**config.mk**
```make
export PLATFORM = sky130hd
export DESIGN_NAME = univ_shift_reg
export DESIGN_NICKNAME = d
export VERILOG_FILES = /design/src/rtl/univ_shift_reg_pkg.sv /design/src/rtl/univ_shift_reg_usr_cell.sv /design/src/rtl/univ_shift_reg.sv
export SDC_FILE = /design/constraint.sdc
export NUM_CORES = 1
export LEC_CHECK = 0
export ABC_CLOCK_PERIOD_IN_PS = 2400
export CAP_MARGIN = 20
export CORE_AREA = 2 2 39 41
export DETAILED_ROUTE_END_ITERATION = 8
export DIE_AREA = 0 0 41 43
export PLACE_DENSITY_LB_ADDON = 0.25
export SYNTH_ARGS = -nofsm -noshare
export SYNTH_HDL_FRONTEND = slang
export SYNTH_HIERARCHICAL = 1
export SYNTH_SLANG_ARGS = --single-unit
```
**constraint.sdc**
```tcl
create_clock -name clk -period 2.4 [get_ports clk]
set_input_delay 0.48 -clock clk [delete_from_list [all_inputs] [get_ports clk]]
set_output_delay 0.48 -clock clk [all_outputs]
set_load 0.005 [all_outputs]
```
**src/rtl/univ_shift_reg_pkg.sv**
```systemverilog
// Shared types and helpers for the universal shift register.
// Mode encoding and the shift-counter width function live here.
package univ_shift_reg_pkg;

  typedef enum logic [1:0] {
    MODE_HOLD = 2'b00,
    MODE_SHR  = 2'b01,
    MODE_SHL  = 2'b10,
    MODE_LOAD = 2'b11
  } mode_e;

  // Counter width; never below one bit so the port always exists.
  function automatic int cw_f(input int width);
    return (width < 2) ? 1 : $clog2(width);
  endfunction

endpackage

```
**src/rtl/univ_shift_reg_usr_cell.sv**
```systemverilog
// One bit slice of the universal shift register: a 4:1 next-state mux
// feeding an async-reset flop with its own reset value.
module usr_cell
  import univ_shift_reg_pkg::*;
#(
  parameter logic RESET_BIT = 1'b0
) (
  input  logic  clk,
  input  logic  rst,
  input  mode_e mode,
  input  logic  shr_in,
  input  logic  shl_in,
  input  logic  pd_in,
  output logic  d,
  output logic  q
);

  logic q_reg;
  logic q_next;

  always_comb begin
    q_next = q_reg;
    unique case (mode)
      MODE_HOLD: q_next = q_reg;
      MODE_SHR:  q_next = shr_in;
      MODE_SHL:  q_next = shl_in;
      MODE_LOAD: q_next = pd_in;
      default:   q_next = q_reg;
    endcase
  end

  always_ff @(posedge clk or posedge rst) begin
    if (rst) begin
      q_reg <= RESET_BIT;
    end else begin
      q_reg <= q_next;
    end
  end

  assign d = q_next;
  assign q = q_reg;

endmodule

```
**src/rtl/univ_shift_reg.sv**
```systemverilog
// Parametrised universal shift register with shift counter and word_done pulse.
// Define UNIV_SHIFT_REG_QBAR_EN to add a registered complement output q_bar.
module univ_shift_reg
  import univ_shift_reg_pkg::*;
#(
  parameter int               WIDTH     = 4,
  parameter logic [WIDTH-1:0] RESET_VAL = '0,
  localparam int              CW        = cw_f(WIDTH)
) (
  input  logic             clk,
  input  logic             rst,
  input  logic [1:0]       mode,
  input  logic             sin_r,
  input  logic             sin_l,
  input  logic [WIDTH-1:0] pdin,
  output logic [WIDTH-1:0] q,
  output logic             sout_r,
  output logic             sout_l,
  output logic [CW-1:0]    shift_cnt,
  output logic             word_done
`ifdef UNIV_SHIFT_REG_QBAR_EN
  ,
  output logic [WIDTH-1:0] q_bar
`endif
);

  mode_e            mode_sel;
  logic [WIDTH-1:0] shr_vec;
  logic [WIDTH-1:0] shl_vec;
  logic [WIDTH-1:0] q_next;
  logic [CW-1:0]    shift_cnt_reg;
  logic [CW-1:0]    shift_cnt_next;
  logic             word_done_reg;
  logic             word_done_next;

  assign mode_sel = mode_e'(mode);
  assign shr_vec  = {sin_r, q[WIDTH-1:1]};
  assign shl_vec  = {q[WIDTH-2:0], sin_l};

  genvar gi;
  generate
    for (gi = 0; gi < WIDTH; gi++) begin : g_cell
      usr_cell #(
        .RESET_BIT(RESET_VAL[gi])
      ) u_cell (
        .clk   (clk),
        .rst   (rst),
        .mode  (mode_sel),
        .shr_in(shr_vec[gi]),
        .shl_in(shl_vec[gi]),
        .pd_in (pdin[gi]),
        .d     (q_next[gi]),
        .q     (q[gi])
      );
    end
  endgenerate

  // Either shift direction advances the same counter.
  always_comb begin
    shift_cnt_next = shift_cnt_reg;
    word_done_next = 1'b0;
    unique case (mode_sel)
      MODE_SHR, MODE_SHL: begin
        if (shift_cnt_reg == CW'(WIDTH - 1)) begin
          shift_cnt_next = '0;
          word_done_next = 1'b1;
        end else begin
          shift_cnt_next = shift_cnt_reg + 1'b1;
        end
      end
      MODE_LOAD: shift_cnt_next = '0;
      default:   shift_cnt_next = shift_cnt_reg;
    endcase
  end

  always_ff @(posedge clk or posedge rst) begin
    if (rst) begin
      shift_cnt_reg <= '0;
      word_done_reg <= 1'b0;
    end else begin
      shift_cnt_reg <= shift_cnt_next;
      word_done_reg <= word_done_next;
    end
  end

`ifdef UNIV_SHIFT_REG_QBAR_EN
  logic [WIDTH-1:0] q_bar_reg;

  always_ff @(posedge clk or posedge rst) begin
    if (rst) begin
      q_bar_reg <= ~RESET_VAL;
    end else begin
      q_bar_reg <= ~q_next;
    end
  end

  assign q_bar = q_bar_reg;
`endif

  assign sout_r    = q[0];
  assign sout_l    = q[WIDTH-1];
  assign shift_cnt = shift_cnt_reg;
  assign word_done = word_done_reg;

endmodule

```
; Yosys cells after proc, flatten, opt, wreduce, memory -nomap -nowiden
; Cells that the tools add are included.
[word_totals]
ff_bits = 7
in_bits = 10
out_inout_bits = 9
elab_cells = 22
[classes]
add_sub_neg = 1
eq_ne = 4
n_mux = 8
reduce_logical = 3
[op_table]
columns = cell, n
row1 = one-hot mux 1 bit (3 select lines), 4
row2 = equality test 2 bit (second input constant), 3
row3 = one-hot mux 2 bit (2 select lines), 1
row4 = adder 2 x 1 -> 2 bit (second input constant), 1
row5 = equality test 2 x 1 -> 1 bit (second input constant), 1
row6 = zero test 2 bit, 1
row7 = 2-to-1 mux 1 bit, 2
row8 = 2-to-1 mux 2 bit, 1
row9 = nonzero test 2 bit, 1
row10 = OR reduction 2 bit, 1

; Longest topological paths before layout
; Gate-level depths: netlist (run 1).
[logic_depth]
word_depth = 3
mapped_depth = 4
depth_no_buf = 4

; By module
; The synthesis (run 1) kept the hierarchy.
[modules_own_cells]
columns = mod, n_inst, cells_each, area_each_um2, seq_area_each_um2
row1 = usr_cell, 4, 3, 51.3, 25.0
row2 = univ_shift_reg, 1, 17, 173.9, 75.1

; Worst setup path after synthesis (run 1)
; Ideal clock, no wire load.
[synth_path]
path_kind = input -> register
start = in mode[0]
end = reg shift_cnt_reg[0], in the netlist shift_cnt[0]
setup_ps = 64
arrival_time_ps = 1075
required_time_ps = 2336
slack_ps = 1261
stages = 4
n_path_buf = 0
cell_sequence = inv_1 > ha_1 > nor4_1 > a21o_1
[synth_between]
elab_chain_len = 3
word_cells_on_any_way = 6
cone_classes = 3 x eq/ne / 1 x mux / 2 x reduce/logical
[synth_rtl]
columns = element, line
row1 = "start, declared", univ_shift_reg.sv:12  ; input logic [1:0] mode,
row2 = equality test 2 x 1 -> 1 bit or equality test 2 bit (tied branches), univ_shift_reg.sv:62  ; unique case (mode_sel)
row3 = OR reduction 2 bit, univ_shift_reg.sv:62
row4 = one-hot mux 2 bit (2 select lines) or nonzero test 2 bit (tied branches), --
row5 = "end signal, assigned", univ_shift_reg.sv:81  ; shift_cnt_reg <= shift_cnt_next;
row6 = "end, declared", univ_shift_reg.sv:31  ; logic [CW-1:0] shift_cnt_reg;
; Several ways; a longest one is shown, not always the timed one.
; A chain may end at the register's enable or synchronous reset.

; Worst setup path in the final report (run 1)
; Same ends and word-level chain as after synthesis.

==> summary.md, run 1 <==
| Metric | Value |
|---|---|
| Outcome | `finished, final reports clean` |
| Post-Route M1 WL | `357 microns` |
| Avg WL per Cell | `12.8 microns` |
| Number of core rows | `14` |
| Yosys cell types | `11` |
| CP startpoint | `mode[0]` |
| Avg Cell Area, Syn | `13.1 sq um` |
| Max FO, Critical Path | `6` |
| Post-synth top area share | `46.2%` |
| Pleak | `0.274 nW` |
| R2R depth | `3` |
| Register share of total power | `39.9%` |
| Ports | `19` |
| Vias | `286` |
| Die Wd | `41 microns` |
| DR DRC count | `0` |
| Final setup TNS | `0 ps` |
| DRT antenna net count | `0` |
| Combinational share of power | `34.8%` |
| H-Tree Depth | `1` |
| Vias/cell | `4.40` |
| CP endpoint | `shift_cnt[0]` |
| DR pass1 iterations | `3` |
| Max-Cap Viols | `0` |
| Final Worst Setup Slack | `680 ps` |
| Flop2flop setup slack | `1330 ps` |
| Reg2reg start | `shift_cnt[0]` |
| Synth top area cells | `dfrtp_1, mux4_2, ha_1` |
| CTS max path bufs | `2` |
| Power Dens Cells | `730 nW/um^2` |
| Syn Nets | `42` |
| Starting Density | `27.4%` |
| Unrepaired setup endpoints after global routing | `no` |
| Worst-path clk slew | `60 ps` |
| Critical path type | `primary input to flip-flop` |
| Antenna diodes | `0` |
| Post CTS Setup Buffer Count | `0` |
| Synth-to-layout area growth | `55.8%` |
| Cells after synthesis | `29` |
| Sw Pwr | `0.000114 W` |
| CTS Sinks | `7` |
| Hold Path Class | `primary input to asynchronous set/reset pin` |
| CP endpoint kind | `flip-flop` |
| Final min period | `1720 ps` |
| Root buffer cell | `clkbuf_4` |
| Gpl congestion | `0.649` |
| Critical Path AT | `1910 ps` |
| Power Internal | `0.000317 W` |
| Drt initial violations | `5` |
| Met2 wire length | `422 microns` |
| Setup violators final | `0` |
| CTS buffer count | `3` |
| WP data required | `2590 ps` |
| Synth warn | `6` |
| IO Port Bufs | `18` |
| Gr ovfl total | `0` |
| Sequential cell area fraction in the yosys report | `46.2%` |
| CTS tree | `done` |
| Clock share of power | `25.2%` |
| Net Sw Frac | `26.5%` |
| Final count of hold timing violations | `0` |
| Slew Viols, Final | `0` |
| VDD IR-drop max | `0.000338 V` |
| Cts hold-fix bufs | `0` |
| Commonest non-fill, non-tap cell in the layout | `clkdlybuf4s50_1` |
| Yosys reg bits | `7` |
| First-pass GRT wire length | `1.40 mm` |
| Skew-Pair Late Insertion Delay | `250 ps` |
| Met3 WL | `50 microns` |
| Final Cycle Share | `71.7%` |
| Full die area | `1760 sq um` |
| Fmax | `0.581 GHz` |
| Headroom to the max-slew limit | `77.7%` |
| Critical Path Start Type | `primary input` |
| Layout Skew | `7.05 ps` |
| Commonest cells after routing, fill and taps aside | `clkdlybuf4s50_1, inv_1, dfrtp_1` |
| Vias in the first global route | `323` |
| GRT Total Usage | `12.2%` |
| Post-CTS resize count | `0` |
| Worst Tran Pin Value | `333 ps` |
| Layout cell share with drive strength beyond 1 | `14.3%` |
| Synth area leader | `dfrtp_1` |
| Final WL | `830 microns` |
| Antenna violations before repair | `0` |
| Chip Height | `43 microns` |
| Largest net degree at the start of global routing | `7` |
| Nets | `63` |
| Core area | `1380 sq um` |
| Worst r2r dst | `shift_cnt[0]` |
| Mapped Area | `379 sq um` |
| Worst slack, placed | `364 ps` |
| Max reg flops | `4` |
| Top Metal Used | `met3` |
[cells in the mapped netlist]
library cell	n
a21o_1	1
and2_1	1
buf_4	2
dfrtp_1	7
ha_1	3
inv_1	7
mux4_2	4
nand2_1	1
nand2b_1	1
nor4_1	1
o21ai_0	1
[cells by family (layout without fill, tap and decap cells)]
| group | after synthesis | after routing | share of synthesized area [%] |
|---|---|---|---|
| adders and majority gates | 3 | 3 | 9.90 |
| and+or+nand+nor | 4 | 4 | 5.94 |
| AOI/OAI and AO/OA | 2 | 2 | 3.30 |
| DFF | 7 | 7 | 46.2 |
| buffers and inverters | 9 | 29 | 10.9 |
| muxes | 4 | 4 | 23.8 |
[cell type report]
type,instances,area (sq um)
Clock buffer,4,26.3
Fill cell,137,793
Timing Repair Buffer,18,180
Sequential cell,7,175
Multi-Input combinational cell,13,163
Inverter,7,26.3
Tap cell,16,20.0
[through the flow]
step	instance area, sq um	util [%]	instances	hold slack [ps]	power, W
6_report	591	42.7	65	482	0.000431
5_1_grt	591	42.7	65	519	0.000464
4_1_cts	591	42.7	65	490	0.000440
3_5_place_dp	564	40.8	61	516	0.000330
3_3_place_gp	564	40.8	61	496	0.000321
2_1_floorplan	379	-	29	209	0.000234
[worst max-delay path, stage by stage]
cell and delay (ps):
clkdlybuf4s50_1 660, inv_1 80, ha_1 240, nor4_1 320, a21o_1 120
[routing by layer]
| metal | GRT usage [%] | vias to the layer above |
|---|---|---|
| li1 | - | 136 |
| met3 | 4.71 | 0 |
| met1 | 14.8 | 140 |
| met5 | 0 | - |
| met4 | 4.00 | 0 |
| met2 | 19.1 | 10 |
[worst min-delay path by stage]
stage,end,startpoint,slack [ps]
after floorplan,g_cell[0].u_cell/q,rst,210
after global placement,shift_cnt[1],shift_cnt[1],500
after detailed placement,shift_cnt[1],shift_cnt[1],520
after CTS,g_cell[3].u_cell/q,rst,490
after global routing,g_cell[3].u_cell/q,rst,520
final,g_cell[3].u_cell/q,rst,480
[power groups by stage]
stage	Sequential, W	Combinational [W]	Clock, W
after global placement	0.000173	0.000148	0
after CTS	0.000173	0.000154	0.000113
after detailed placement	0.000175	0.000154	0
final	0.000172	0.000150	0.000109
after global routing	0.000177	0.000170	0.000117
after floorplan	0.000173	0.0000611	0
Power figures use the tool's default switching activity.
==> run 2: changes to the inputs <==
--- a/config.mk
+++ b/config.mk
@@ -5,7 +5,7 @@
 export SDC_FILE = /design/constraint.sdc
 export NUM_CORES = 1
 export LEC_CHECK = 0
-export ABC_CLOCK_PERIOD_IN_PS = 2400
+export ABC_CLOCK_PERIOD_IN_PS = 1610
 export CAP_MARGIN = 20
 export CORE_AREA = 2 2 39 41
 export DETAILED_ROUTE_END_ITERATION = 8
==> constraint.sdc (replaced) <==
create_clock -name clk -period 1.61 [get_ports clk]
set_input_delay 0.322 -clock clk [delete_from_list [all_inputs] [get_ports clk]]
set_output_delay 0.322 -clock clk [all_outputs]
set_load 0.005 [all_outputs]
==> run 2 against run 1 <==
Worst hold slack got worse by 140 ps. Setup slack worse by 560 ps. Register-to-register slack worse by 780 ps. Critical endpoint is now q[1]. Highest routed layer is now met4.
==> summary.md, run 2 (synthesized netlist as in run 1, its figures left out) <==
| Metric | Value |
|---|---|
| Worst r2r dst | `shift_cnt[0]` |
| Number of core rows | `14` |
| Final min period | `1490 ps` |
| Vias in the first global route | `378` |
| Final WL | `932 microns` |
| Final Util | `44.3%` |
| R2R depth | `3` |
| Avg WL per Cell | `13.7 microns` |
| Slowest cell on crit path | `clkdlybuf4s50_1` |
| Outcome | `finished, final reports clean` |
| DRT antenna net count | `0` |
| Critical Path Max Stage Delay | `520 ps` |
| Root buffer cell | `clkbuf_4` |
| DP Cell Count | `64` |
| Max-Cap Viols | `0` |
| Placed inst area | `587 sq um` |
| Skew-Pair Late Insertion Delay | `250 ps` |
| Vias | `318` |
| Setup violators final | `0` |
| Final Cycle Share | `92.5%` |
| Critical Path AT | `1170 ps` |
| Vias/cell | `4.68` |
| Post CTS Setup Buffer Count | `0` |
| CTS Sinks | `7` |
| Final count of hold timing violations | `0` |
| Max FO, Critical Path | `4` |
| Pleak | `0.289 nW` |
| Critical Path Start Type | `flip-flop` |
| CP endpoint kind | `output pin` |
| Commonest non-fill, non-tap cell in the layout | `clkdlybuf4s50_1` |
| Max reg flops | `4` |
| Core area | `1380 sq um` |
| Power Dens Cells | `1080 nW/um^2` |
| H-Tree Depth | `1` |
| First-pass GRT wire length | `1.57 mm` |
| HPWL after DPL | `731 microns` |
| DR pass1 iterations | `4` |
| Ports | `19` |
| Cts hold-fix bufs | `0` |
| Headroom to the max-slew limit | `83.3%` |
| Die Wd | `41 microns` |
| Antenna violations before repair | `0` |
| Flop2flop setup slack | `550 ps` |
| Chip Height | `43 microns` |
| Antenna diodes | `0` |
| IO Port Bufs | `18` |
| Slew Viols, Final | `0` |
| Drt initial violations | `5` |
| Crit-path cells | `clkdlybuf4s50_1` |
| Gpl congestion | `0.691` |
| GRT Total Usage | `14.3%` |
| Largest net degree at the start of global routing | `6` |
| Full die area | `1760 sq um` |
| Non-filler cells, final | `68` |
| CTS max path bufs | `2` |
| Power, Total | `0.000664 W` |
| Nets | `66` |
| Layout cell share with drive strength beyond 1 | `19.2%` |
| CP startpoint | `g_cell[1].u_cell/q` |
| CP endpoint | `q[1]` |
| VDD IR-drop max | `0.000450 V` |
| Unrepaired setup endpoints after global routing | `no` |
| Finished Cell Area | `613 sq um` |
| Reg2reg start | `shift_cnt[0]` |
| WP data required | `1290 ps` |
| Fmax | `0.672 GHz` |
| Starting Density | `27.4%` |
| CTS buffer count | `3` |
| Critical path type | `flip-flop to output pin` |
| DR DRC count | `0` |
| Gr ovfl total | `0` |
| Final setup TNS | `0 ps` |
| Worst Path Buf+Inv | `1` |
| Hold Path Class | `primary input to asynchronous set/reset pin` |
| Layout Skew | `1.22 ps` |
| CTS tree | `done` |
| Commonest cells after routing, fill and taps aside | `clkdlybuf4s50_1, inv_1, dfrtp_1` |
| Post-CTS resize count | `0` |
| Cell family with most CP delay | `buffers and inverters` |
| Worst-path clk slew | `60 ps` |
| Critical path depth | `1` |
| Synth-to-layout area growth | `61.7%` |
| Worst Tran Pin Value | `248 ps` |
[run 2: cell type report]
| type | instances | area (sq um) |
|---|---|---|
| Clock buffer | 4 | 26.3 |
| Fill cell | 138 | 771 |
| Inverter | 7 | 26.3 |
| Multi-Input combinational cell | 13 | 163 |
| Sequential cell | 7 | 175 |
| Tap cell | 16 | 20.0 |
| Timing Repair Buffer | 21 | 203 |
[run 2: how the worst min path moves through the flow]
stage               slack [ps]                  to    startpoint
finish                     340  g_cell[0].u_cell/q           rst
global route               350  g_cell[1].u_cell/q           rst
CTS                        350  g_cell[0].u_cell/q           rst
detailed placement         530        shift_cnt[0]  shift_cnt[0]
global placement           500        shift_cnt[1]  shift_cnt[1]
floorplan                   50  g_cell[0].u_cell/q           rst
[run 2: per-stage QoR]
stage / hold slack [ps] / setup WS [ps]
after global routing: 348 / 53.4
after floorplan: 50.7 / 629
final: 340 / 121
after global placement: 496 / -8.08
after detailed placement: 535 / -31.3
after CTS: 349 / 101
[run 2: report_power, final]
group	switching (W)	leakage [nW]	internal [W]
clock	0.0000714	0.0150	0.0000950
combinational	0.0000711	0.189	0.000165
sequential	0.0000426	0.0854	0.000219
[run 2: metal layers]
layer / global-route usage, % / share of wire [%] / vias up
li1: - / - / 144
met1: 15.2 / 42 / 158
met2: 20.0 / 51 / 14
met3: 6.28 / 5.4 / 2
met4: 12.7 / 1.6 / 0
met5: 0 / 0 / -
